--- config.mk ---
export PLATFORM = sky130hd
export DESIGN_NAME = alu_sequencer
export DESIGN_NICKNAME = d
export VERILOG_FILES = /design/src/rtl/alu_pkg.sv /design/src/rtl/alu_sequencer.sv
export SDC_FILE = /design/constraint.sdc
export NUM_CORES = 1
export LEC_CHECK = 0
export ABC_AREA = 1
export CAP_MARGIN = 20
export CELL_PAD_IN_SITES_DETAIL_PLACEMENT = 0
export CELL_PAD_IN_SITES_GLOBAL_PLACEMENT = 1
export CORE_ASPECT_RATIO = 2
export CORE_UTILIZATION = 28
export DETAILED_ROUTE_END_ITERATION = 6
export GPL_TIMING_DRIVEN = 1
export PLACE_DENSITY = 0.76
export SYNTH_ARGS = -nofsm -noshare
export SYNTH_HDL_FRONTEND = slang
export SYNTH_SLANG_ARGS = --single-unit
export TNS_END_PERCENT = 50
--- constraint.sdc ---
create_clock -name clk -period 1.24 [get_ports clk]
set_input_delay 0.248 -clock clk [delete_from_list [all_inputs] [get_ports clk]]
set_output_delay 0.248 -clock clk [all_outputs]
set_load 0.02 [all_outputs]
--- src/rtl/alu_pkg.sv ---
// alu_pkg: definitions shared by the ALU sequencer and its ALU responder.
//   W_DEFAULT  default operand, result and accumulator width
//   OP_*       5-bit ALU opcodes driven on alu_op
//   FLAG_*     bit positions within the 4-bit alu_flags / rsp_flags vectors
//   seq_state_e  sequencer state encoding
`timescale 1ns/1ps
package alu_pkg;

  localparam int W_DEFAULT = 16;

  localparam logic [4:0] OP_ADD  = 5'b00000;
  localparam logic [4:0] OP_SUB  = 5'b00001;
  localparam logic [4:0] OP_AND  = 5'b01000;
  localparam logic [4:0] OP_OR   = 5'b01010;
  localparam logic [4:0] OP_XOR  = 5'b01100;
  localparam logic [4:0] OP_PASS = 5'b10000;

  localparam int FLAG_Z = 0;
  localparam int FLAG_N = 1;
  localparam int FLAG_C = 2;
  localparam int FLAG_V = 3;

  typedef enum logic [1:0] {
    S_IDLE  = 2'd0,
    S_ISSUE = 2'd1,
    S_WAIT  = 2'd2,
    S_RESP  = 2'd3
  } seq_state_e;

endpackage

--- src/rtl/alu_sequencer.sv ---
// alu_sequencer: accepts one command at a time, drives it to an external
// ALU, waits a fixed latency, captures the result into an accumulator and
// presents it as a response until the consumer takes it.
//
//   clk, rst_n                   clock, async active-low reset
//   cmd_valid/cmd_ready          command handshake
//   cmd_op, cmd_a, cmd_b         opcode and signed operands
//   cmd_use_acc                  take operand A from the accumulator
//   alu_op, operandA, operandB   registered command towards the ALU
//   alu_result, alu_flags        ALU outputs, sampled after ALU_LAT cycles
//   rsp_valid/rsp_ready          response handshake
//   rsp_result, rsp_flags        captured result and flags
//   busy                         high whenever not IDLE
//
// state   | meaning
// --------+------------------------------------------------------------
// S_IDLE  | waiting for a command; cmd_ready high
// S_ISSUE | operands presented to the ALU; wait counter loaded
// S_WAIT  | counting down ALU latency; sample result at zero
// S_RESP  | rsp_valid high, holding result until rsp_ready
`timescale 1ns/1ps
module alu_sequencer
  import alu_pkg::*;
#(
  parameter int W       = W_DEFAULT,
  parameter int ALU_LAT = 1
) (
  input  logic         clk,
  input  logic         rst_n,
  input  logic         cmd_valid,
  output logic         cmd_ready,
  input  logic [4:0]   cmd_op,
  input  logic [W-1:0] cmd_a,
  input  logic [W-1:0] cmd_b,
  input  logic         cmd_use_acc,
  output logic [4:0]   alu_op,
  output logic [W-1:0] operandA,
  output logic [W-1:0] operandB,
  input  logic [W-1:0] alu_result,
  input  logic [3:0]   alu_flags,
  output logic         rsp_valid,
  input  logic         rsp_ready,
  output logic [W-1:0] rsp_result,
  output logic [3:0]   rsp_flags,
  output logic         busy
);

  localparam logic [3:0] CNT_LOAD = 4'(ALU_LAT - 1);

  seq_state_e   state_q, state_d;
  logic [3:0]   cnt_q, cnt_d;
  logic [W-1:0] acc_q, acc_d;
  logic [4:0]   alu_op_q, alu_op_d;
  logic [W-1:0] opa_q, opa_d;
  logic [W-1:0] opb_q, opb_d;
  logic [W-1:0] rsp_result_q, rsp_result_d;
  logic [3:0]   rsp_flags_q, rsp_flags_d;
  logic         rsp_valid_q, rsp_valid_d;
  logic         cmd_ready_q, cmd_ready_d;
  logic         busy_q, busy_d;
  logic         accept;

  // cmd_ready is a flop (reset to 0) so it stays low during reset and rises
  // only at the first clock edge after release.
  assign accept = cmd_valid && cmd_ready_q;

  always_comb begin
    state_d      = state_q;
    cnt_d        = cnt_q;
    acc_d        = acc_q;
    alu_op_d     = alu_op_q;
    opa_d        = opa_q;
    opb_d        = opb_q;
    rsp_result_d = rsp_result_q;
    rsp_flags_d  = rsp_flags_q;
    rsp_valid_d  = rsp_valid_q;

    unique case (state_q)
      S_IDLE: begin
        if (accept) begin
          alu_op_d = cmd_op;
          opa_d    = cmd_use_acc ? acc_q : cmd_a;
          opb_d    = cmd_b;
          state_d  = S_ISSUE;
        end
      end
      S_ISSUE: begin
        cnt_d   = CNT_LOAD;
        state_d = S_WAIT;
      end
      S_WAIT: begin
        if (cnt_q == 4'd0) begin
          acc_d        = alu_result;
          rsp_result_d = alu_result;
          rsp_flags_d  = alu_flags;
          rsp_valid_d  = 1'b1;
          state_d      = S_RESP;
        end else begin
          cnt_d = cnt_q - 4'd1;
        end
      end
      S_RESP: begin
        if (rsp_ready) begin
          rsp_valid_d = 1'b0;
          state_d     = S_IDLE;
        end
      end
      default: state_d = S_IDLE;
    endcase

    cmd_ready_d = (state_d == S_IDLE);
    busy_d      = (state_d != S_IDLE);
  end

  always_ff @(posedge clk or negedge rst_n) begin
    if (!rst_n) begin
      state_q      <= S_IDLE;
      cnt_q        <= '0;
      acc_q        <= '0;
      alu_op_q     <= '0;
      opa_q        <= '0;
      opb_q        <= '0;
      rsp_result_q <= '0;
      rsp_flags_q  <= '0;
      rsp_valid_q  <= 1'b0;
      cmd_ready_q  <= 1'b0;
      busy_q       <= 1'b0;
    end else begin
      state_q      <= state_d;
      cnt_q        <= cnt_d;
      acc_q        <= acc_d;
      alu_op_q     <= alu_op_d;
      opa_q        <= opa_d;
      opb_q        <= opb_d;
      rsp_result_q <= rsp_result_d;
      rsp_flags_q  <= rsp_flags_d;
      rsp_valid_q  <= rsp_valid_d;
      cmd_ready_q  <= cmd_ready_d;
      busy_q       <= busy_d;
    end
  end

  assign cmd_ready  = cmd_ready_q;
  assign alu_op     = alu_op_q;
  assign operandA   = opa_q;
  assign operandB   = opb_q;
  assign rsp_valid  = rsp_valid_q;
  assign rsp_result = rsp_result_q;
  assign rsp_flags  = rsp_flags_q;
  assign busy       = busy_q;

endmodule

== Word-level counts from Yosys, hierarchy flattened ==
Cells that the tools add are included.

* Input bits: 62
* Logic and storage cells: 38
* Register bits: 66

* Add/subtract/negate cells: 1
* Reduce and logical (&&, ||, !) cells: 11
* Equal/unequal tests: 6
* Muxes and demuxes: 10

{| class="wikitable"
|+ Operators with widths
! operator !! count
|-
| 16-bit two-way mux || 1
|-
| 2-bit case mux with 4 select lines || 1
|-
| 4-bit case mux with 2 select lines || 1
|-
| 2-bit two-way mux || 3
|-
| 2-bit inequality test, second input constant || 3
|-
| 2-bit AND reduction || 3
|-
| 2-bit nonzero test || 3
|-
| 2-bit == test, second input constant || 2
|-
| 2-bit logical NOT || 2
|-
| 4-bit logical NOT || 1
|-
| 4-bit two-way mux || 1
|-
| 4-bit by 1-bit subtractor with 4-bit output, second input constant || 1
|-
| 3-bit AND reduction || 1
|-
| 2-bit by 1-bit == test with 1-bit output, second input constant || 1
|-
| 1-bit two-way mux || 2
|-
| 1-bit case mux with 2 select lines || 1
|-
| 1-bit logical AND || 1
|}

== Depth between registers and ports, before layout ==
Gate-level depths: netlist (run 1).

* Word-level depth: 4
* Gate-level depth with buffers: 7
* Mapped depth without buffers: 7

== Worst setup path before layout (run 1) ==
OpenSTA, ideal clock, no wires.

* Kind: flip-flop to flip-flop
* Start: reg cnt_q[0]
* End: reg rsp_result_q[14], in the netlist rsp_result[14]
* Setup slack: 0.052 ns
* Stages on the path, launching flop included: 7
* Setup time: 0.118 ns
* Arrival time: 1.070 ns
* Buffers on the path: 1
* Cells stage by stage: dfrtp_1 > inv_1 > ha_1 > nand3_4 > buf_6 > nand2_1 > o21ai_2

* Longest elaborated chain between the ends: 2

{| class="wikitable"
|+ RTL lines
! element !! line !! source
|-
| from (decl) || alu_sequencer.sv:51 || <nowiki>logic [3:0] cnt_q, cnt_d;</nowiki>
|-
| from (signal assigned) || alu_sequencer.sv:130 || <nowiki>cnt_q <= cnt_d;</nowiki>
|-
| 4-bit logical NOT || alu_sequencer.sv:92 || <nowiki>if (cnt_q == 4'd0) begin</nowiki>
|-
| 2-bit AND reduction (no source line) || n/a ||
|-
| to (signal assigned) || alu_sequencer.sv:135 || <nowiki>rsp_result_q <= rsp_result_d;</nowiki>
|-
| to (decl) || alu_sequencer.sv:56 || <nowiki>logic [W-1:0] rsp_result_q, rsp_result_d;</nowiki>
|}

No other way between the ends.
A chain may end at the register's enable or synchronous reset.

== Worst setup path after layout (run 1) ==
* Start: reg opa_q[14], in the netlist operandA[14]
* End: out operandA[14]

{| class="wikitable"
|+ RTL lines
! element !! line !! source
|-
| from (decl) || alu_sequencer.sv:54 || <nowiki>logic [W-1:0] opa_q, opa_d;</nowiki>
|-
| from (signal assigned) || alu_sequencer.sv:133 || <nowiki>opa_q <= opa_d;</nowiki>
|-
| to (decl) || alu_sequencer.sv:37 || <nowiki>output logic [W-1:0] operandA,</nowiki>
|}

No word-level cell between the ends.

==> results.cfg, run 1 <==
[worst_setup_path]
r2r-start = state_q[0]
crit_chain = clkdlybuf4s15_2
cp.buffers_inverters = 1
end_kind = output pin
cp_top_family = flip-flops
startpoint = operandA[14]
max_stage_delay_ns = 0.38
critPathSlowestCell = dfrtp_1
path_class = flop to output pin
required_ns = 0.99
cp-start-kind = flop
path_max_fanout = 2
worstPathArrival_ns = 0.97

[power]
p_int_mw = 7.18
p_seq_frac = 0.314
pwr-share-clk = 0.233
p_comb_frac = 0.453
switching_share = 0.381
power_density_mw_per_mm2 = 2400
ir_drop_mv = 1.13
p_leak_nw = 2.50
p_switching_mw = 4.42

[clock_network]
clk_latency_ns = 0.32
cts_num_sinks = 66
clk_pin_slew_ns = 0.05
cts_tree = yes
clk_path_buf_depth = 2
cts_max_level = 3
cts_made_buffers = 9
root_buffer = clkbuf_16

[detailed_routing]
via_per_inst = 4.18
num_vias = 2686
avgRoutedWirePerCell_um = 12.8
drtPass1Iterations = 4
drt_iter0_markers = 104
antenna_left = 0
drc_errors = 0
wirelength_um = 8230

[place]
place_congestion = 0.744
io_buffers = 121
dpl.hpwl_um = 6160
place_area_mm2 = 0.00451

[timing]
post-route-min-period_ns = 1.22
fin_crit_sh = 0.982
max_slew_margin = 0.846
fmax_ghz = 0.821
maxSlewViolCount = 0
hold_viol = 0
setup_violations = 0
fin_tns_setup_ns = 0
finClkSkew_ns = 0.00533
rsz0062_at_grt = yes
tightest_slew_ns = 0.229

[outcome]
status = completed

[logic_synthesis]
ys_warn_count = 0
yosysMostFrequentCell = nand2_1
synth.top_cell.area_share = 0.556
synth_top_cell_by_area = dfrtp_1
async_flop_share = 1.00
synth_seq_cells = 66
seq_area_frac_synth = 0.556
syn_nets = 414
postSynthCellCount = 350
yosys_most_used_dff = dfrtp_1
synth_common_cells = nand2_1 (165), dfrtp_1 (66), inv_1 (44)
synth_area_leaders = dfrtp_1 (56%), nand2_1 (21%), o21ai_2 (5.9%), inv_1 (5.6%), buf_6 (3.4%)
synth_cell_type_count = 18
synth.avg_cell_area_um2 = 8.49
synth_edf_count = 0
syn_area_mm2 = 0.00297

[final_layout]
final_layout_size_suffix_gt1_frac = 0.282
nFillCells = 1039
nets = 566
fin_area_mm2 = 0.00482
area_delta_synth_final_pct = 62.3
n_antenna_cell = 0

[global_route]
use_met1 = 0.167
grt_usage = 0.155
grt-ovfl-total = 0
grt_pass1_wl_um = 12800
use_met2 = 0.274
grt_max_degree = 39
grt_pass1_vias = 2714
use_met3 = 0.0239
antenna_found_initial = 0
top_usage_layer = met2

[worst_hold_path]
hold_path_class = input pin to flop
min_from = cmd_b[5]

[floorplan]
die_w_um = 74.8
dieArea_mm2 = 0.0110
dieHeight_um = 148
core_area_mm2 = 0.0102
rows = 52
floorplan.initialDensity = 0.291
ioPinCount = 122

[job]
max-cap-violations = 0
[layout by cell type (no fill, tap or decap), types with 2 or more instances in the layout]
cell type          n
nand2_1          164
dfrtp_1           64
clkdlybuf4s50_1   60
inv_1             41
buf_2             30
clkdlybuf4s15_2   28
buf_4             24
o21ai_2           20
o21ai_0           16
clkbuf_16         11
nor2_1             7
nand3_1            6
buf_12             6
inv_2              4
nor2_2             2
nand4_1            2
clkinv_2           2
bufinv_16          2
clkbuf_2           2
dfrtp_2            2
[registers in the layout, indices dropped and copies added, names as in the netlist]
name	flops
alu_op	5
busy	1
cmd_ready	1
cnt_q	4
operandA	16
operandB	16
rsp_flags	4
rsp_result	16
rsp_valid	1
state_q	2
[kinds of logic (layout without fill, tap and decap cells)]
| kind of cell | after synthesis | after routing | share of synthesized area |
|---|---|---|---|
| compound gates | 37 | 37 | 0.0876 |
| fa+ha+maj | 2 | 2 | 0.00842 |
| buf+inv | 60 | 217 | 0.101 |
| flops | 66 | 66 | 0.556 |
| simple gates | 185 | 185 | 0.247 |
[what timing repair did]
| item | in CTS | in global routing |
|---|---|---|
| endpoints found under the hold margin | 66 | 0 |
| endpoints found under the setup margin | 64 | 88 |
| pin swaps | 0 | 2 |
| gates resized for setup | 182 | 39 |
| hold buffers | 1 | 0 |
| setup buffers | 0 | 3 |
| gates cloned | 0 | 2 |
[area by class of cell]
cell class,count,area [um^2],share of cell area
inverters,46,178,0.0369
clock buffers,11,243,0.0504
well taps,135,169,0.0350
multi-input cells,224,1040,0.216
repair buffers,155,1460,0.302
clock inverters,5,77.6,0.0161
flip-flops and latches,66,1650,0.343
[power by group through the flow]
stage,logic [mW],clock network [mW],registers [mW]
floorplan,1.79,0,4.75
CTS,5.44,2.79,3.66
global route,5.71,2.88,3.76
global placement,5.66,0,3.66
detailed placement,5.74,0,3.68
finish,5.25,2.70,3.64
[per-stage QoR]
step / hold slack, ns / setup slack [ns] / power [mW] / instances / util
final: 0.454 / 0.0227 / 11.6 / 642 / 0.472
after global routing: 0.460 / -0.00898 / 12.3 / 642 / 0.472
after CTS: 0.440 / -0.0459 / 11.9 / 637 / 0.478
after detailed placement: 0.266 / -0.121 / 9.42 / 620 / 0.441
after global placement: 0.268 / -0.0895 / 9.33 / 620 / 0.441
after floorplan: -0.0476 / 0.0521 / 6.55 / 350 / -
[path summary, 6_finish.rpt]
| check | end | slack, ns | cells after the start |
|---|---|---|---|
| min | operandB[5] | 0.45 | 3 |
| max reg2reg | cmd_ready | 0.06 | 5 |
| max | operandA[14] | 0.02 | 1 |
| max in group asynchronous | operandA[5] | 0.56 | 3 |
| min reg2reg | operandB[5] | 0.47 | 2 |
| min in group asynchronous | alu_op[2] | 0.46 | 3 |
[metal layers]
layer / vias to the layer above / routed length, um
met3: 14 / 265
li1: 1359 / -
met5: - / 0
met2: 74 / 4640
met4: 0 / 273
met1: 1239 / 3060
No activity file was read; power rests on OpenSTA's default activity.
==> run 2: changes to the inputs <==
clock period = 1 ns   (was 1.24 ns; I/O delays follow)
==> results.cfg, run 2 (synthesis gave the netlist of run 1 again) <==
[outcome]
status = finished, violations left
violations = setup timing

[detailed_routing]
drtPass1Iterations = 4
drt_iter0_markers = 171
avgRoutedWirePerCell_um = 12.9
via_per_inst = 4.20
wirelength_um = 8780
num_vias = 2846
drc_errors = 0
antenna_left = 0

[floorplan]
rows = 52
core_area_mm2 = 0.0102
dieHeight_um = 148
die_w_um = 74.8
ioPinCount = 122
dieArea_mm2 = 0.0110
floorplan.initialDensity = 0.291

[clock_network]
cts_max_level = 3
cts_num_sinks = 66
clk_pin_slew_ns = 0.05
cts_tree = yes
root_buffer = clkbuf_16
cts_made_buffers = 9
clk_latency_ns = 0.33
clk_path_buf_depth = 2

[power]
ir_drop_mv = 1.76
power_density_mw_per_mm2 = 3090
p_leak_nw = 2.79

[global_route]
grt_pass1_vias = 2895
grt_usage = 0.170
grt_pass1_wl_um = 13900
grt_max_degree = 67
grt-ovfl-total = 0
antenna_found_initial = 0

[place]
io_buffers = 121
place_area_mm2 = 0.00476
placed_cells = 647
dpl.hpwl_um = 6130
place_congestion = 0.792

[worst_setup_path]
path_class = flop to flop
startpoint = cnt_q[3]
worstPathArrival_ns = 1.41
required_ns = 1.22
end_kind = flop
r2r-start = cnt_q[3]
path_max_fanout = 22
cp-start-kind = flop

[timing]
fin_crit_sh = 1.18
finClkSkew_ns = 0.00449
post-route-min-period_ns = 1.18
setup_ws_ns = -0.185
hold_viol = 0
max_slew_margin = 0.758
setup_violations = 125
rsz0062_at_grt = yes
fmax_ghz = 0.844
tightest_slew_ns = 0.363
maxSlewViolCount = 0

[final_layout]
fin_area_mm2 = 0.00538
n_antenna_cell = 0
nFillCells = 967
nets = 602
area_delta_synth_final_pct = 81.1
final_util = 0.527
layout_commonest_cell = nand2_1
final_layout_size_suffix_gt1_frac = 0.387
layout_common_cells = nand2_1 (143), buf_6 (65), dfrtp_1 (64)
stdcell_count = 678

[worst_hold_path]
hold_path_class = input pin to async pin

[job]
max-cap-violations = 0
==> run 2: cell count changes in the layout (fill, tap and decap cells not counted), moves of 4 or more <==
cell	change
buf_6	+64
buf_4	+35
buf_2	-30
clkdlybuf4s15_2	-28
nand2_1	-21
nand2_2	+19
nor2_1	-4
==> run 2: metal layers <==
metal  track usage  routed length (um)
met1         0.181                3190
met2         0.290                4750
met3        0.0450                 447
met4         0.101                 396
met5             0                   0
==> run 2: timing repair <==
item | CTS | global route
setup buffers | 9 | 4
endpoints found under the hold margin | 66 | 0
pin swaps | 4 | 7
gates resized for setup | 375 | 14
hold buffers | 1 | 0
endpoints found under the setup margin | 126 | 126
cloned | 1 | 0
==> run 2: layout make-up <==
cell class              instances  area [um^2]  share of cell area
clock inverters                 5         52.6             0.00977
clock buffers                  11          253              0.0470
well taps                     135          169              0.0314
flip-flops and latches         66         1650               0.308
multi-input cells             224         1160               0.216
inverters                      46          178              0.0330
repair buffers                191         1910               0.356
==> run 2: worst max-delay path: stages (launching register included) <==
cell	delay, ns
dfrtp_1	0.41
nor2_4	0.19
nand3_4	0.14
buf_12	0.20
nand2_1	0.08
o21ai_2	0.05
==> run 2: worst paths after layout <==
check | end | slack [ns] | depth (start not counted)
max in group asynchronous | state_q[0] | 0.29 | 3
worst min-delay path | operandB[13] | 0.40 | 3
min in group clk | operandB[10] | 0.40 | 3
worst max-delay path | rsp_flags[3] | -0.18 | 5
worst max register to register | rsp_flags[3] | -0.18 | 5
worst min register to register | rsp_valid | 0.50 | 2
==> run 2: power breakdown <==
| part | leakage [nW] | switching [mW] | internal [mW] |
|---|---|---|---|
| registers | 0.826 | 0.922 | 3.85 |
| logic | 1.81 | 4.09 | 4.55 |
| clock network | 0.151 | 1.14 | 2.05 |
| total | 2.79 | 6.15 | 10.5 |
==> run 2: per-stage QoR <==
| stage | hold WS, ns | TNS (ns) | total power [mW] | setup slack, ns |
|---|---|---|---|---|
| after floorplan | -0.0956 | -5.35 | 8.34 | -0.155 |
| after global placement | 0.234 | -22.21 | 12.5 | -0.344 |
| final | 0.400 | -12.97 | 16.6 | -0.185 |
| after CTS | 0.392 | -15.20 | 16.7 | -0.207 |
| after detailed placement | 0.236 | -23.31 | 12.6 | -0.346 |
| after global routing | 0.412 | -18.23 | 17.6 | -0.227 |
==> run 3: changes to the inputs <==
CAP_MARGIN = 25   (was 20)
MAX_ROUTING_LAYER = met4   (was unset)
==> results.cfg, run 3 (synthesis gave the netlist of run 1 again) <==
[clock_network]
cts_num_sinks = 66
clk_pin_slew_ns = 0.05
clk_latency_ns = 0.33
clk_path_buf_depth = 2
cts_made_buffers = 9
root_buffer = clkbuf_16
cts_tree = yes
cts_max_level = 3

[worst_setup_path]
max_stage_delay_ns = 0.41
cp_top_family = simple AND/OR/NAND/NOR gates
cp.buffers_inverters = 1
end_kind = flop
worstPathArrival_ns = 1.41
critPathSlowestCell = dfrtp_1
path_max_fanout = 22
required_ns = 1.22
cp-start-kind = flop
path_class = flop to flop
crit_chain = nor2_4, nand3_4, buf_12, nand2_1, o21ai_2

[final_layout]
final_layout_size_suffix_gt1_frac = 0.387
area_delta_synth_final_pct = 81.1
nets = 602
nFillCells = 967
n_antenna_cell = 0
final_util = 0.527
layout_commonest_cell = nand2_1
layout_common_cells = nand2_1 (143), buf_6 (65), dfrtp_1 (64)
stdcell_count = 678

[power]
p_comb_frac = 0.520
p_int_mw = 10.5
p_switching_mw = 6.17
power_mw = 16.6
power_density_mw_per_mm2 = 3090
pwr-share-clk = 0.193
ir_drop_mv = 1.77
p_seq_frac = 0.287
p_leak_nw = 2.79
switching_share = 0.371

[floorplan]
dieArea_mm2 = 0.0110
dieHeight_um = 148
rows = 52
core_area_mm2 = 0.0102
ioPinCount = 122
floorplan.initialDensity = 0.291
die_w_um = 74.8

[outcome]
status = finished, violations left
violations = setup timing

[detailed_routing]
wirelength_um = 8790
via_per_inst = 4.20
num_vias = 2846
drtPass1Iterations = 4
antenna_left = 0
drc_errors = 0
drt_iter0_markers = 177
avgRoutedWirePerCell_um = 13.0

[global_route]
grt_pass1_vias = 2888
antenna_found_initial = 0
grt_pass1_wl_um = 13900
grt_usage = 0.175
grt-ovfl-total = 0
grt_max_degree = 67

[timing]
rsz0062_at_grt = yes
fin_crit_sh = 1.19
setup_violations = 125
post-route-min-period_ns = 1.19
tightest_slew_ns = 0.367
maxSlewViolCount = 0
fin_tns_setup_ns = -13.05
setup_ws_ns = -0.186
max_slew_margin = 0.755
hold_viol = 0
finClkSkew_ns = 0.00498
fmax_ghz = 0.843

[worst_hold_path]
hold_path_class = input pin to async pin

[place]
dpl.hpwl_um = 6130
placed_cells = 647
io_buffers = 121
place_congestion = 0.803
pre_cts_slack_ns = -0.346

[job]
max-cap-violations = 0
==> run 3: path summary, 6_finish.rpt <==
path / to / startpoint / cells past startpoint / slack (ns)
worst max register to register: rsp_flags[3] / cnt_q[3] / 5 / -0.19
min in group clk: operandB[10] / cmd_b[10] / 3 / 0.40
worst min-delay path: operandB[13] / rst_n / 3 / 0.39
worst min register to register: rsp_valid / rsp_valid / 2 / 0.50
worst max-delay path: rsp_flags[3] / cnt_q[3] / 5 / -0.19
max in group asynchronous: state_q[0] / rst_n / 3 / 0.27
==> run 3: worst register-to-register path, stage by stage (launching register included) <==
cell and delay (ns):
dfrtp_1 0.41, nor2_4 0.19, nand3_4 0.14, buf_12 0.20
nand2_1 0.09, o21ai_2 0.05
==> run 3: per-layer routing <==
layer	up-vias	wire, um	track usage
li1	1432	-	-
met1	1288	3220	0.186
met2	104	4790	0.287
met3	22	414	0.0416
met4	0	366	0.101
met5	-	0	-
==> run 3: timing repair <==
| item | CTS | global route |
|---|---|---|
| pin swaps | 4 | 7 |
| endpoints found under the hold margin | 66 | 0 |
| setup buffers | 9 | 4 |
| hold buffers | 1 | 0 |
| cloned | 1 | 0 |
| setup endpoints to repair | 126 | 126 |
| resized for setup | 375 | 14 |
==> run 3: power by group through the flow <==
stage | sequential (mW) | clock, mW | combinational, mW
floorplan | 5.95 | 0 | 2.39
global placement | 4.53 | 0 | 7.93
detailed placement | 4.57 | 0 | 8.04
CTS | 4.77 | 3.28 | 8.69
global route | 4.92 | 3.41 | 9.28
finish | 4.78 | 3.20 | 8.65
==> run 3: cell type report <==
cell class | count | area [um^2] | share of cell area
sequential | 66 | 1650 | 0.308
clock inverter | 5 | 52.6 | 0.00977
tap | 135 | 169 | 0.0314
timing repair buffer | 191 | 1910 | 0.356
multi-input combinational | 224 | 1160 | 0.216
inverter | 46 | 178 | 0.0330
clock buffer | 11 | 253 | 0.0470
==> run 3: metrics by stage <==
stage / area [um^2] / hold slack [ns]
global route: 5380 / 0.413
global placement: 4760 / 0.234
finish: 5380 / 0.392
floorplan: 3040 / -0.0956
CTS: 5300 / 0.392
detailed placement: 4760 / 0.236
